File: config.mk
export PLATFORM = sky130hd
export DESIGN_NAME = serial_borrow_subtractor
export DESIGN_NICKNAME = d
export VERILOG_FILES = /design/src/rtl/serial_borrow_subtractor_pkg.sv /design/src/rtl/serial_borrow_subtractor_cell.sv /design/src/rtl/serial_borrow_subtractor.sv
export SDC_FILE = /design/constraint.sdc
export NUM_CORES = 1
export LEC_CHECK = 0
export ABC_AREA = 1
export CAP_MARGIN = 10
export CORE_AREA = 8 8 53 66
export CTS_BUF_LIST = sky130_fd_sc_hd__clkbuf_8
export CTS_CLUSTER_DIAMETER = 40
export DETAILED_ROUTE_END_ITERATION = 6
export DIE_AREA = 0 0 61 74
export GPL_ROUTABILITY_DRIVEN = 1
export PLACE_DENSITY_LB_ADDON = 0.2
export SYNTH_ARGS = -nofsm -noshare
export SYNTH_HDL_FRONTEND = slang
export SYNTH_HIERARCHICAL = 1
export SYNTH_SLANG_ARGS = --single-unit
File: constraint.sdc
create_clock -name clk -period 1.5 [get_ports clk]
set_clock_uncertainty 0.15 [all_clocks]
set_input_delay 0.45 -clock clk [delete_from_list [all_inputs] [get_ports clk]]
set_output_delay 0.45 -clock clk [all_outputs]
set_load 0.01 [all_outputs]
File: src/rtl/serial_borrow_subtractor_pkg.sv
// Shared types and sizing helpers for the bit-serial borrow subtractor.
package serial_sub_pkg;

    typedef enum logic [1:0] {
        IDLE  = 2'd0,
        SHIFT = 2'd1,
        DONE  = 2'd2
    } state_t;

    localparam int DEF_WIDTH = 4;

    // Bit counter width, $clog2(w), never narrower than one bit.
    function automatic int cnt_width(input int w);
        return (w > 2) ? $clog2(w) : 1;
    endfunction

endpackage

File: src/rtl/serial_borrow_subtractor_cell.sv
// One-bit full subtractor: d = a - b - bin, with borrow out.
module full_subtractor_cell (
    input  logic a,
    input  logic b,
    input  logic bin,
    output logic d,
    output logic bout
);

    // Difference bit and borrow-out for a single column.
    always_comb begin
        d    = a ^ b ^ bin;
        bout = (~a & b) | (~(a ^ b) & bin);
    end

endmodule

File: src/rtl/serial_borrow_subtractor.sv
// Bit-serial subtractor: Diff = A - B - Bin, LSB first, one column per clock
// through a single full_subtractor_cell. Ready/valid on input, valid/ack on output.
module serial_borrow_subtractor
    import serial_sub_pkg::*;
#(
    parameter int WIDTH = DEF_WIDTH
) (
    input  logic             clk,
    input  logic             rst_n,
    input  logic [WIDTH-1:0] A,
    input  logic [WIDTH-1:0] B,
    input  logic             Bin,
    input  logic             Start,
    output logic             Ready,
    output logic [WIDTH-1:0] Diff,
    output logic             Bout,
    output logic             V,
    output logic             Z,
    output logic             Valid,
    input  logic             Ack
);

    localparam int            CW   = cnt_width(WIDTH);
    localparam logic [CW-1:0] LAST = CW'(WIDTH - 1);

    state_t           state, state_nxt;
    logic [WIDTH-1:0] a_sr, b_sr, d_sr, d_nxt;
    logic [CW-1:0]    cnt;
    logic             br, br_nxt, d_bit;
    logic             amsb, bmsb;
    logic             bout_q, v_q, z_q;

    full_subtractor_cell u_cell (
        .a    (a_sr[0]),
        .b    (b_sr[0]),
        .bin  (br),
        .d    (d_bit),
        .bout (br_nxt)
    );

    // New difference bit enters from the MSB side so the LSB lands at bit 0 last.
    assign d_nxt = {d_bit, d_sr[WIDTH-1:1]};

    // State register.
    always_ff @(posedge clk) begin
        if (!rst_n) state <= IDLE;
        else        state <= state_nxt;
    end

    // Next-state and handshake outputs; results are gated so nothing partial leaks out.
    always_comb begin
        state_nxt = state;
        Ready     = 1'b0;
        Valid     = 1'b0;
        case (state)
            IDLE: begin
                Ready = 1'b1;
                if (Start) state_nxt = SHIFT;
            end
            SHIFT: begin
                if (cnt == LAST) state_nxt = DONE;
            end
            DONE: begin
                Valid = 1'b1;
                if (Ack) state_nxt = IDLE;
            end
            default: state_nxt = IDLE;
        endcase
        Diff = Valid ? d_sr : '0;
        Bout = Valid & bout_q;
        V    = Valid & v_q;
        Z    = Valid & z_q;
    end

    // Operand/result shift registers, borrow flop, counter and final flags.
    always_ff @(posedge clk) begin
        if (!rst_n) begin
            a_sr   <= '0;
            b_sr   <= '0;
            d_sr   <= '0;
            cnt    <= '0;
            br     <= 1'b0;
            amsb   <= 1'b0;
            bmsb   <= 1'b0;
            bout_q <= 1'b0;
            v_q    <= 1'b0;
            z_q    <= 1'b0;
        end else begin
            case (state)
                IDLE: begin
                    if (Start) begin
                        a_sr <= A;
                        b_sr <= B;
                        br   <= Bin;
                        amsb <= A[WIDTH-1];
                        bmsb <= B[WIDTH-1];
                        d_sr <= '0;
                        cnt  <= '0;
                    end
                end
                SHIFT: begin
                    d_sr <= d_nxt;
                    a_sr <= a_sr >> 1;
                    b_sr <= b_sr >> 1;
                    br   <= br_nxt;
                    cnt  <= cnt + 1'b1;
                    if (cnt == LAST) begin
                        bout_q <= br_nxt;
                        v_q    <= (amsb != bmsb) && (d_bit != amsb);
                        z_q    <= ~|d_nxt;
                    end
                end
                default: ;
            endcase
        end
    end

endmodule

==> results of run 1 <==
## cells by family (layout without fill, tap and decap cells)
kind of cell,Yosys count,count (layout)
simple gates,95,95
buf+inv,33,76
flops,22,22
compound gates,15,15
fa+ha+maj,2,2
## cell type report
cell class,instances,share of cell area
repair buffers,45,0.259
well taps,34,0.0263
inverters,27,0.0643
multi-input cells,112,0.340
clock buffers,4,0.0341
flip-flops and latches,22,0.276
## cell usage after synthesis, drive strengths merged
| master | instances |
|---|---|
| dfxtp | 22 |
| fa | 1 |
| buf | 5 |
| inv | 27 |
| nor2 | 31 |
| clkbuf | 1 |
| nand2 | 52 |
| a21oi | 12 |
| o21ai | 3 |
| ha | 1 |
| nand3 | 12 |
## routing by layer
| layer | routed length, um | share of wire |
|---|---|---|
| met1 | 1190 | 0.41 |
| met2 | 1540 | 0.53 |
| met3 | 127 | 0.044 |
| met4 | 49 | 0.017 |
| met5 | 0 | 0 |
## worst paths after layout
kind | from | endpoint | slack [ns]
max | state[1] | Diff[1] | -0.15
max reg2reg | b_sr[0] | v_q | -0.01
min | a_sr[3] | a_sr[3] | 0.31
min reg2reg | a_sr[3] | a_sr[3] | 0.31
## worst max-delay path, delay by kind of cell, from the launching register on
family / cells / cell delay [ns]
buffers and inverters: 3 / 0.25
flip-flops: 1 / 0.34
AND/OR/NAND/NOR: 2 / 0.19
## registers in the layout, summed over array words and instances, names as in the netlist
signal and cells:
cnt 2, d_sr 4, br 1, a_sr 4
b_sr 4, bout_q 1, bmsb 1, amsb 1
z_q 1, state 2, v_q 1
## power by group
group	switching (uW)	total [uW]	internal, uW
logic	145	290	145
clock network	205	440	235
registers	23.0	642	619
total	373	1370	998
## what timing repair did
| action | in CTS | in global routing |
|---|---|---|
| resized for setup | 48 | 10 |
| setup endpoints to repair | 10 | 14 |
| pin swaps | 5 | 10 |
| buffers inserted | 4 | 1 |
| hold buffers | 0 | 0 |
| cloned | 0 | 2 |
| hold endpoints to repair | 0 | 0 |
## stage by stage
stage                     hold WS, ns  power, uW  cell area, sq um  worst slack (ns)  std cells
after floorplan                 0.287        800              1110           -0.0330        167
after global placement          0.301        887              1460            -0.255        234
after detailed placement        0.303        894              1460            -0.313        234
after CTS                       0.315       1340              1540            -0.169        242
after global routing            0.325       1430              1620            -0.234        244
final                           0.313       1370              1620            -0.151        244
==> impl_metrics.py, run 1 <==
metrics = {
    "global_routing": {
        "overflow": 0,
        "met2_usage": 0.219,
        "antenna_found_initial": 0,
        "grt_pass1_wl_um": 4330,
        "grtUsageMet3": 0.0311,
        "met1_usage": 0.136,
        "grt_pass1_vias": 1014,
        "grt_use_total": 0.126,
        "grt_max_degree": 23,
        "grt.busiest_layer": "met2",
    },
    "critical_path": {
        "cpPeakStageDelay_ns": 0.34,
        "crit_fanout": 7,
        "worstSetupEndpointType": "primary output",
        "cp_slowest_cell": "dfxtp_2",
        "crit_type": "reg -> out",
        "crit_arrival_ns": 1.05,
        "cp.required_ns": 0.90,
        "worstPathCellList": "inv_2 > nor2_4 > inv_4 > nor2_1 > buf_2",
        "r2r_cells": 7,
        "crit_path_start_kind": "flop",
    },
    "placed_design": {
        "dpl.hpwl_um": 1890,
        "portBuffers": 21,
        "gp_congestion": 0.751,
    },
    "route": {
        "via_per_inst": 4.63,
        "postRouteAntennaNets": 0,
        "wl_per_cell_um": 11.9,
        "num_vias": 1129,
        "drc": 0,
        "first_pass_iters": 4,
        "routed_wl_um": 2910,
        "drt_iter0_markers": 35,
    },
    "synth": {
        "ys_seq_area_frac": 0.397,
        "synthSimpleGateAreaFrac": 0.369,
        "ys_top_cells_by_area": "dfxtp_1 40%, nand2_1 17%, nor2_1 9.8%",
        "syn-num-nets": 182,
        "synth_top_area_share": 0.397,
        "synthMuxAreaShare": 0,
        "ys_ff_latch": 22,
        "synth_top_family_by_area": "simple AND/OR/NAND/NOR gates",
        "syn_inst": 167,
        "synth-compound-area-share": 0.0711,
        "ys_types": 19,
        "netlist_area_sq_um": 1110,
        "yosys.area_share.adder": 0.0293,
        "syn_avg_cell_area_sq_um": 6.64,
        "synth_xor_xnor_area_share": 0,
        "synth_top_area_cell": "dfxtp_1",
        "synth_warnings": 6,
    },
    "status": {
        "violations": "negative setup slack",
        "status": "finished with violations",
    },
    "timing": {
        "drv_slew": 0,
        "period_minus_slack_ns": 1.65,
        "final.setup.tns_ns": -1.23,
        "fin_ws_ns": -0.151,
        "worst_pin_slew_ns": 0.248,
        "hold_viol": 0,
        "setup_viol_count_final": 10,
        "finalCritPeriodShare": 1.10,
        "max_clock_freq_ghz": 0.606,
        "slew_headroom": 0.834,
        "rsz0062_at_grt": "true",
    },
    "worst_hold_path": {
        "hold_class": "reg -> reg",
        "min_path_cells": 2,
    },
    "die": {
        "fp.dieW_um": 61,
        "die_h_um": 74,
        "core-area_sq_um": 2550,
        "dieArea_sq_um": 4510,
        "rows": 21,
        "ioPinCount": 22,
        "start_util": 0.435,
    },
    "finish": {
        "multiInputGateArea_sq_um": 549,
        "area_delta_synth_final_pct": 45.7,
        "finalCoreUtilization": 0.634,
        "num_antenna_cells": 0,
        "layout.nets": 226,
        "seqCellArea_sq_um": 445,
        "fillers": 254,
        "final_layout_size_suffix_gt1_frac": 0.286,
        "layout_common_cells": "50 x nand2_1, 25 x nor2_1, 21 x inv_1, 18 x dfxtp_1, 18 x buf_4",
        "final_common_cell": "nand2_1",
    },
    "run": {
        "cap_violations": 0,
    },
    "clock_tree": {
        "clock_sinks": 22,
        "cts.path.max_buffers": 2,
        "clkLatencyLatePin_ns": 0.27,
        "cts_tree": "done",
        "clk_pin_slew_ns": 0.08,
        "clockRootBuffer": "clkbuf_8",
        "htreeDepth": 1,
        "numCtsBuffers": 3,
    },
    "pwr": {
        "ir_drop_v": 0.000674,
        "p_leak_uw": 0.000757,
        "power_density_nw_per_um2": 849,
    },
}
Note: power is estimated with default switching activity, not from simulation.
==> run 2, diff against run 1 <==
Settings changed: ABC_AREA 1 to not set.
==> impl_metrics.py, run 2 <==
metrics = {
    "pwr": {
        "ir_drop_v": 0.000838,
        "p_leak_uw": 0.000750,
        "total_power_uw": 1260,
        "power_density_nw_per_um2": 777,
    },
    "clock_tree": {
        "clock_sinks": 22,
        "clk_pin_slew_ns": 0.08,
        "clockRootBuffer": "clkbuf_8",
        "clkLatencyLatePin_ns": 0.26,
        "cts.path.max_buffers": 2,
        "numCtsBuffers": 3,
        "htreeDepth": 1,
        "cts_hold_buf": 0,
        "cts_tree": "done",
    },
    "critical_path": {
        "crit_arrival_ns": 1.09,
        "cp_slowest_cell": "dfxtp_2",
        "crit_path_start_kind": "flop",
        "cp.required_ns": 0.90,
        "cpPeakStageDelay_ns": 0.33,
        "crit_fanout": 6,
        "worstSetupEndpointType": "primary output",
        "r2r_slack_ns": -0.11,
        "crit_type": "reg -> out",
        "worstPathCellList": "nor2b_4 > buf_6 > and2_1 > buf_2",
    },
    "finish": {
        "area_delta_synth_final_pct": 46.9,
        "num_antenna_cells": 0,
        "finalCoreUtilization": 0.635,
        "final_common_cell": "dfxtp_1",
        "fillers": 215,
        "layout_common_cells": "17 x dfxtp_1, 13 x buf_4, 11 x clkdlybuf4s50_1, 10 x mux2i_1, 9 x nand2_1",
        "final_layout_size_suffix_gt1_frac": 0.403,
        "layout.nets": 161,
        "top_regs": "a_sr: 4 flops, b_sr: 4 flops, d_sr: 4 flops",
    },
    "die": {
        "dieArea_sq_um": 4510,
        "ioPinCount": 22,
        "start_util": 0.432,
        "core-area_sq_um": 2550,
        "die_h_um": 74,
        "rows": 21,
        "fp.dieW_um": 61,
    },
    "route": {
        "drc": 0,
        "wl_per_cell_um": 13.2,
        "drt_iter0_markers": 11,
        "routed_wl_um": 2350,
        "via_per_inst": 4.92,
        "num_vias": 876,
        "postRouteAntennaNets": 0,
        "first_pass_iters": 4,
    },
    "global_routing": {
        "antenna_found_initial": 0,
        "grt_pass1_wl_um": 3710,
        "grt_use_total": 0.107,
        "grt_pass1_vias": 872,
        "overflow": 0,
        "grt_max_degree": 23,
    },
    "placed_design": {
        "portBuffers": 21,
        "gp_congestion": 0.709,
        "dpl.hpwl_um": 1560,
    },
    "run": {
        "cap_violations": 0,
    },
    "synth": {
        "synth_top_area_cell": "dfxtp_1",
        "syn_avg_cell_area_sq_um": 10.2,
        "synth-edff-count": 0,
        "yosysMostFrequentCell": "dfxtp_1",
        "netlist_area_sq_um": 1100,
        "ys_ff_latch": 22,
        "synth_commonest_cells": "22 x dfxtp_1, 10 x mux2i_1, 10 x nand2_1",
        "ys_top_cells_by_area": "dfxtp_1 40%, mux2i_1 9.1%, o211a_1 6.4%",
        "syn-num-nets": 123,
        "ys_seq_area_frac": 0.400,
        "async_flop_share": 0,
        "synth_top_area_share": 0.400,
        "synth_warnings": 6,
        "ys_types": 28,
        "synthFlopType": "dfxtp_1",
        "syn_inst": 108,
    },
    "timing": {
        "max_clock_freq_ghz": 0.592,
        "hold_viol": 0,
        "drv_slew": 0,
        "rsz0062_at_grt": "true",
        "setup_viol_count_final": 19,
        "period_minus_slack_ns": 1.69,
        "slew_headroom": 0.814,
        "finalCritPeriodShare": 1.13,
        "worst_pin_slew_ns": 0.280,
        "fin_ws_ns": -0.189,
    },
    "status": {
        "violations": "negative setup slack",
        "status": "finished with violations",
    },
    "worst_hold_path": {
        "hold_class": "reg -> reg",
    },
}
run 2: changes by cell type in the layout (fill, tap and decap cells not counted), sizes merged, moves of 9 or more:
cell,previous run,this run
mux2i,0,10
a21oi,12,0
nand2,52,10
nor2,31,2
nor2b,0,9
inv,27,4
nand3,12,1
run 2: per-stage QoR:
stage	cells	setup TNS, ns	worst slack, ns	hold slack (ns)	area (sq um)
after floorplan	108	-0.0521	-0.0521	0.286	1100
after global placement	166	-6.95	-0.367	0.303	1380
after detailed placement	166	-7.48	-0.394	0.324	1380
after CTS	170	-1.70	-0.204	0.325	1450
after global routing	178	-3.20	-0.253	0.349	1620
final	178	-2.16	-0.189	0.333	1620
run 2: final timing paths:
path                               start       to  depth (start not counted)
worst max register to register   b_sr[0]      v_q                          4
worst min register to register       z_q      z_q                          2
worst max-delay path            state[1]  Diff[2]                          4
worst min-delay path                 z_q      z_q                          2
run 2: worst max-delay path, delay by kind of cell, from the launching register on:
kind	cells	cell delay (ns)
buffers and inverters	2	0.24
DFF	1	0.33
and+or+nand+nor	2	0.25
run 2: timing repair:
item	CTS	global route
buffers inserted	1	8
cloned	0	1
pin swaps	6	6
setup endpoints to repair	13	24
resized for setup	57	30
run 2: area by class of cell:
cell class / count / area, sq um / share of cell area
flip-flops and latches: 22 / 449 / 0.277
multi-input cells: 75 / 662 / 0.409
well taps: 34 / 42.5 / 0.0263
repair buffers: 40 / 409 / 0.253
inverters: 4 / 15.0 / 0.00927
clock buffers: 3 / 41.3 / 0.0255
run 2: cells by family after synthesis:
family                     synth area share
AOI/OAI and AO/OA                     0.182
and+or+nand+nor                       0.222
adders and majority gates            0.0295
DFF                                   0.400
buffers and inverters                0.0760
muxes                                0.0908
run 2: layer usage:
layer	vias up	part of all wire	track usage
met5	-	0	0
met4	0	0.0085	0.0468
met3	2	0.044	0.0329
met2	16	0.50	0.178
met1	412	0.44	0.120
li1	446	-	-
run 2: report_power, final:
part	switching [uW]	total, uW	leakage [uW]	internal (uW)
combinational	111	268	0.000546	157
clock	176	355	0.0000216	179
sequential	18.8	635	0.000182	616
total	306	1260	0.000750	952
